### src/rtl/proc_fetch_unit.sv
// TinyRV1 fetch stage: PC, pipelined imem requests, in-order response buffer.
// Optional perf counters via PROC_FETCH_PERF_EN.
`timescale 1ns/1ps
module proc_fetch_unit #(
  parameter logic [31:0] RESET_PC = 32'h00000200,
  parameter int          DEPTH    = 2
) (
  input  logic        clk,
  input  logic        rst,
  input  logic [1:0]  c2d_pc_sel_F,
  input  logic        c2d_reg_en_F,
  input  logic [31:0] jr_target,
  input  logic [31:0] jal_target,
  input  logic [31:0] br_target,
  output logic        imemreq_val,
  input  logic        imemreq_rdy,
  output logic [31:0] imemreq_addr,
  input  logic        imemresp_val,
  input  logic [31:0] imemresp_data,
  output logic        f2d_val,
  output logic [31:0] f2d_inst,
  output logic [31:0] f2d_pc,
  output logic [31:0] perf_fetch_cnt,
  output logic [31:0] perf_drop_cnt
);
  localparam int PW = (DEPTH > 2) ? 2 : 1;
  localparam int CW = 3;
  localparam logic [CW-1:0] DEP  = CW'(DEPTH);
  localparam logic [PW-1:0] LAST = PW'(DEPTH - 1);

  logic [31:0]   pc_q, pc_d;
  logic [CW-1:0] infl_q, infl_d;
  logic [CW-1:0] drop_q, drop_d;
  logic [CW-1:0] cnt_q, cnt_d;
  logic [PW-1:0] tw_q, tw_d, tr_q, tr_d;
  logic [PW-1:0] bw_q, bw_d, br_q, br_d;
  logic [31:0]   tag_q  [DEPTH];
  logic [31:0]   inst_q [DEPTH];
  logic [31:0]   bpc_q  [DEPTH];
  logic redirect, fire, resp, pop;
  logic drop_now, push;

  function automatic logic [PW-1:0] inc(
    input logic [PW-1:0] p
  );
    inc = (p == LAST) ? '0 : p + PW'(1);
  endfunction

  assign redirect     = |c2d_pc_sel_F;
  assign imemreq_val  = rst & ~redirect &
                        ((infl_q + cnt_q) < DEP);
  assign imemreq_addr = pc_q;
  assign fire         = imemreq_val & imemreq_rdy;
  // Stray responses with nothing tracked are ignored
  assign resp         = imemresp_val & (infl_q != '0);
  assign drop_now     = resp &
                        (redirect | (drop_q != '0));
  assign push         = resp & ~drop_now;
  assign f2d_val      = (cnt_q != '0);
  assign pop          = f2d_val & c2d_reg_en_F;
  assign f2d_inst     = f2d_val ? inst_q[br_q] : '0;
  assign f2d_pc       = f2d_val ? bpc_q[br_q] : '0;

  always_comb begin
    pc_d = pc_q;
    unique case (c2d_pc_sel_F)
      2'd1:    pc_d = jr_target;
      2'd2:    pc_d = jal_target;
      2'd3:    pc_d = br_target;
      default: pc_d = fire ? pc_q + 32'd4 : pc_q;
    endcase
  end

  always_comb begin
    infl_d = infl_q + CW'(fire) - CW'(resp);
    drop_d = drop_q;
    if (redirect)
      drop_d = infl_q - CW'(resp);
    else if (resp && (drop_q != '0))
      drop_d = drop_q - CW'(1);
    tw_d = fire ? inc(tw_q) : tw_q;
    tr_d = resp ? inc(tr_q) : tr_q;
  end

  always_comb begin
    cnt_d = '0;
    bw_d  = '0;
    br_d  = '0;
    if (!redirect) begin
      cnt_d = cnt_q + CW'(push) - CW'(pop);
      bw_d  = push ? inc(bw_q) : bw_q;
      br_d  = pop ? inc(br_q) : br_q;
    end
  end

  always_ff @(posedge clk or negedge rst) begin
    if (!rst) begin
      pc_q   <= RESET_PC;
      infl_q <= '0;
      drop_q <= '0;
      cnt_q  <= '0;
      tw_q   <= '0;
      tr_q   <= '0;
      bw_q   <= '0;
      br_q   <= '0;
    end else begin
      pc_q   <= pc_d;
      infl_q <= infl_d;
      drop_q <= drop_d;
      cnt_q  <= cnt_d;
      tw_q   <= tw_d;
      tr_q   <= tr_d;
      bw_q   <= bw_d;
      br_q   <= br_d;
    end
  end

  always_ff @(posedge clk) begin
    if (fire)
      tag_q[tw_q] <= pc_q;
    if (push) begin
      inst_q[bw_q] <= imemresp_data;
      bpc_q[bw_q]  <= tag_q[tr_q];
    end
  end

`ifdef PROC_FETCH_PERF_EN
  logic [31:0] pf_q, pd_q;

  always_ff @(posedge clk or negedge rst) begin
    if (!rst) begin
      pf_q <= '0;
      pd_q <= '0;
    end else begin
      pf_q <= pf_q + 32'(pop);
      pd_q <= pd_q + 32'(drop_now);
    end
  end

  assign perf_fetch_cnt = pf_q;
  assign perf_drop_cnt  = pd_q;
`else
  assign perf_fetch_cnt = '0;
  assign perf_drop_cnt  = '0;
`endif
endmodule

### config.mk
export PLATFORM = sky130hd
export DESIGN_NAME = proc_fetch_unit
export DESIGN_NICKNAME = d
export VERILOG_FILES = /design/src/rtl/proc_fetch_unit.sv
export SDC_FILE = /design/constraint.sdc
export NUM_CORES = 1
export LEC_CHECK = 0
export BUFFER_PORTS_ARGS = -buffer_cell sky130_fd_sc_hd__buf_2
export CAP_MARGIN = 0
export CORE_MARGIN = 2
export CORE_UTILIZATION = 57
export CTS_CLUSTER_SIZE = 12
export DETAILED_ROUTE_END_ITERATION = 12
export PLACE_DENSITY = 0.86
export SYNTH_ARGS = -nofsm -noshare
export SYNTH_HDL_FRONTEND = slang
export SYNTH_SLANG_ARGS = --single-unit
export TNS_END_PERCENT = 50
### constraint.sdc
create_clock -name clk -period 7.3 [get_ports clk]
set_input_delay 0.365 -clock clk [delete_from_list [all_inputs] [get_ports clk]]
set_output_delay 0.365 -clock clk [all_outputs]
set_load 0.01 [all_outputs]
==> flow_metrics.env <==
export IMPL_status="finished, final reports clean"
export IMPL_drv_cap=0
export IMPL_ff_latch_area_um2=6897
export IMPL_post_cts_buffers=0
export IMPL_synth_xor_area_share_pct=2.326
export IMPL_slew_violations=0
export IMPL_grt_pass1_wl_um=36450
export IMPL_ys_seq_elements=237
export IMPL_rsz0062_at_grt="false"
export IMPL_drt_iter0_markers=535
export IMPL_ys_warn_count=0
export IMPL_worst_pin_slew_ps=1181
export IMPL_yosys_area_top_type="edfxtp_1"
export IMPL_synth_top_family_by_area="multiplexers"
export IMPL_dr_total_vias=6828
export IMPL_die_area_um2=20180
export IMPL_synth_top_cell_area_share_pct=53.07
export IMPL_overflow=0
export IMPL_setup_tns_ps=0
export IMPL_diodes=0
export IMPL_synth_edf_count=192
export IMPL_finalInstanceArea_um2=12780
export IMPL_vias_per_cell=5.533
export IMPL_fmax_mhz=330.2
export IMPL_hold_violations=0
export IMPL_hold_class="in2reg"
export IMPL_synth_top_cells_by_area="edfxtp_1 (53%), dfrtp_1 (10%), mux2i_1 (6.3%)"
export IMPL_synth_cell_types=60
export IMPL_fin_crit_ps=3028
export IMPL_clk_path_buf_depth=3
export IMPL_holdWs_ps=49.51
export IMPL_clock_latency_ps=500
export IMPL_hpwlAfterDp_um=16300
export IMPL_maxSlewHeadroom_pct=21.26
export IMPL_finClkSkew_ps=7.693
export IMPL_rrSetupSlack_ps=4270
export IMPL_multi_input_area_um2=3545
export IMPL_synthMuxAreaShare_pct=14.87
export IMPL_antenna_left=0
export IMPL_wl_um=24460
export IMPL_clk_pin_slew_ps=60
export IMPL_cp_arrival_ps=3460
export IMPL_synth_cells=749
export IMPL_fill_cells=1273
export IMPL_synth_area_um2=10860
export IMPL_layout_drive_gt1_share_pct=35.30
export IMPL_leakagePower_uw=0.005006
export IMPL_worstReg2RegStart="infl_q[1]$_DFF_PN0_"
export IMPL_hp_start="imemresp_data[21]"
export IMPL_cts_sinks=237
export IMPL_core_area_um2=18710
export IMPL_r2r_end="infl_q[2]$_DFF_PN0_"
export IMPL_power_density_nw_per_um2=262.7
export IMPL_post_route_util_pct=68.33
export IMPL_synthAdderAreaFrac_pct=1.589
export IMPL_drt_pass1_iter_count=6
export IMPL_die_w_um=142.1
export IMPL_initial_utilization_pct=58.08
export IMPL_synth_compound_area_share_pct=3.651
export IMPL_ys_flop_type="edfxtp_1"
export IMPL_crit_path_end_kind="flip-flop"
export IMPL_worstSetupStartpointType="flip-flop"
export IMPL_ff2ff_path_depth=13
export IMPL_worst_endpoint_required_ps=7730
export IMPL_whs_endpoint="inst_q[0][21]$_DFFE_PP_"
export IMPL_finalCritPeriodShare_pct=41.48
export IMPL_nets=1129
export IMPL_chipHeight_um=142.1
export IMPL_routabilityCongestion=0.9581
export IMPL_grt_max_degree=66
export IMPL_cts_root_buf="clkbuf_16"
export IMPL_rows=50
export IMPL_antenna_found_initial=0
export IMPL_placed_area_um2=12020
export IMPL_drc=0
export IMPL_synth_async_reset_ratio_pct=18.99
export IMPL_ys_seq_area_share_pct=63.45
export IMPL_synth_common_cells="edfxtp_1 (192), nor2_1 (82), mux2i_1 (68)"
export IMPL_synth_simple_area_share_pct=7.739
export IMPL_setup_violations_final=0
export IMPL_syn_to_final_growth_pct=17.64
export IMPL_grt_usage_pct=23.58
export IMPL_cp_max_fo=10
export IMPL_htreeDepth=1
export IMPL_path_class="reg2reg"
export IMPL_hold_depth=1
export IMPL_ios=297
export IMPL_numCtsBuffers=24
export IMPL_port_buffers=232
export IMPL_grt_pass1_vias=6753
export IMPL_wire_per_inst_um=19.82
export IMPL_cts_tree="done"
export IMPL_avgSynthCellArea_um2=14.50
export IMPL_yosysMostFrequentCell="edfxtp_1"
export IMPL_vdd_drop_max_mv=0.1594
metrics by stage:
step	setup WS, ps	std cells	power [uW]
after floorplan	2763	812	2040
after global placement	4335	1189	2190
after detailed placement	4286	1189	2206
after CTS	4267	1234	3378
after global routing	4073	1234	3488
final	4272	1234	3358
cell families (layout without fill, tap and decap cells):
group,after synthesis,in the layout
AO/OA/AOI/OAI,56,56
XOR/XNOR,25,25
adder cells (fa/ha/maj),12,12
buffers and inverters,113,301
flip-flops,237,237
multiplexers,133,133
other,1,64
AND/OR/NAND/NOR,172,172
final cells by class:
cell class                      instances  share of cell area [%]
Clock inverter                          1                  0.2349
Timing Repair Buffer                  240                   9.574
Tap cell                              234                   2.291
Inverter                               17                  0.5384
Clock buffer                           43                   5.668
Multi-Input combinational cell        462                   27.73
Sequential cell                       237                   53.96
registers in the layout, summed over array words and instances, names as in the netlist:
signal        cells
inst_q           64
imemreq_addr     32
tr_q              1
bw_q              1
infl_q            3
bpc_q            64
tag_q            64
cnt_q             3
br_q              1
tw_q              1
drop_q            3
report_power, final:
group | total (uW) | switching, uW | internal, uW
clock | 1170 | 469 | 702
sequential | 1660 | 96.1 | 1570
combinational | 523 | 275 | 248
total | 3360 | 840 | 2520
per-layer routing:
layer  routed length [um]  GRT usage (%)  part of all wire, %
met1                 9692          30.82                   40
met2                12380          40.78                   51
met3                 1866          4.038                  7.6
met4                  523          7.053                  2.1
met5                    0              0                    0
how the worst max path moves through the flow:
stage,start,end,slack (ps),cells after the start
6_report,infl_q[1]$_DFF_PN0_,infl_q[2]$_DFF_PN0_,4270,13
4_1_cts,infl_q[1]$_DFF_PN0_,infl_q[2]$_DFF_PN0_,4270,13
5_1_grt,infl_q[1]$_DFF_PN0_,infl_q[2]$_DFF_PN0_,4070,13
3_5_place_dp,infl_q[1]$_DFF_PN0_,infl_q[2]$_DFF_PN0_,4290,13
3_3_place_gp,rst,infl_q[2]$_DFF_PN0_,4330,13
2_1_floorplan,c2d_pc_sel_F[0],bpc_q[0][0]$_DFFE_PP_,2760,6
layout by cell type (no fill, tap or decap), types with 5 or more instances in the layout:
cell,count
buf_2,232
edfxtp_1,192
nor2_1,80
mux2i_1,68
conb_1,64
mux2_2,47
dfrtp_1,43
clkbuf_16,26
nand2_1,23
mux4_2,18
xnor2_1,17
inv_1,16
clkbuf_1,16
nand3_1,14
nand4_1,13
nor3_1,12
a21oi_1,11
ha_1,9
a22oi_1,8
o21ai_0,7
buf_4,7
xor2_1,6
a31oi_1,5
critical path, stage by stage, from the launching register on:
cell,delay [ps]
dfrtp_1,430
inv_1,110
fa_1,560
and2_1,200
nand3_4,180
nor2_8,170
inv_6,80
ha_1,290
inv_1,50
ha_1,120
inv_1,40
fa_1,370
xnor2_1,190
xnor2_1,140
timing repair:
| item | in CTS | in global routing |
|---|---|---|
| gates resized for setup | 0 | 0 |
| hold buffers | 1 | 0 |
| endpoints found under the hold margin | 44 | 0 |
No activity file was read; power rests on OpenSTA's default activity.
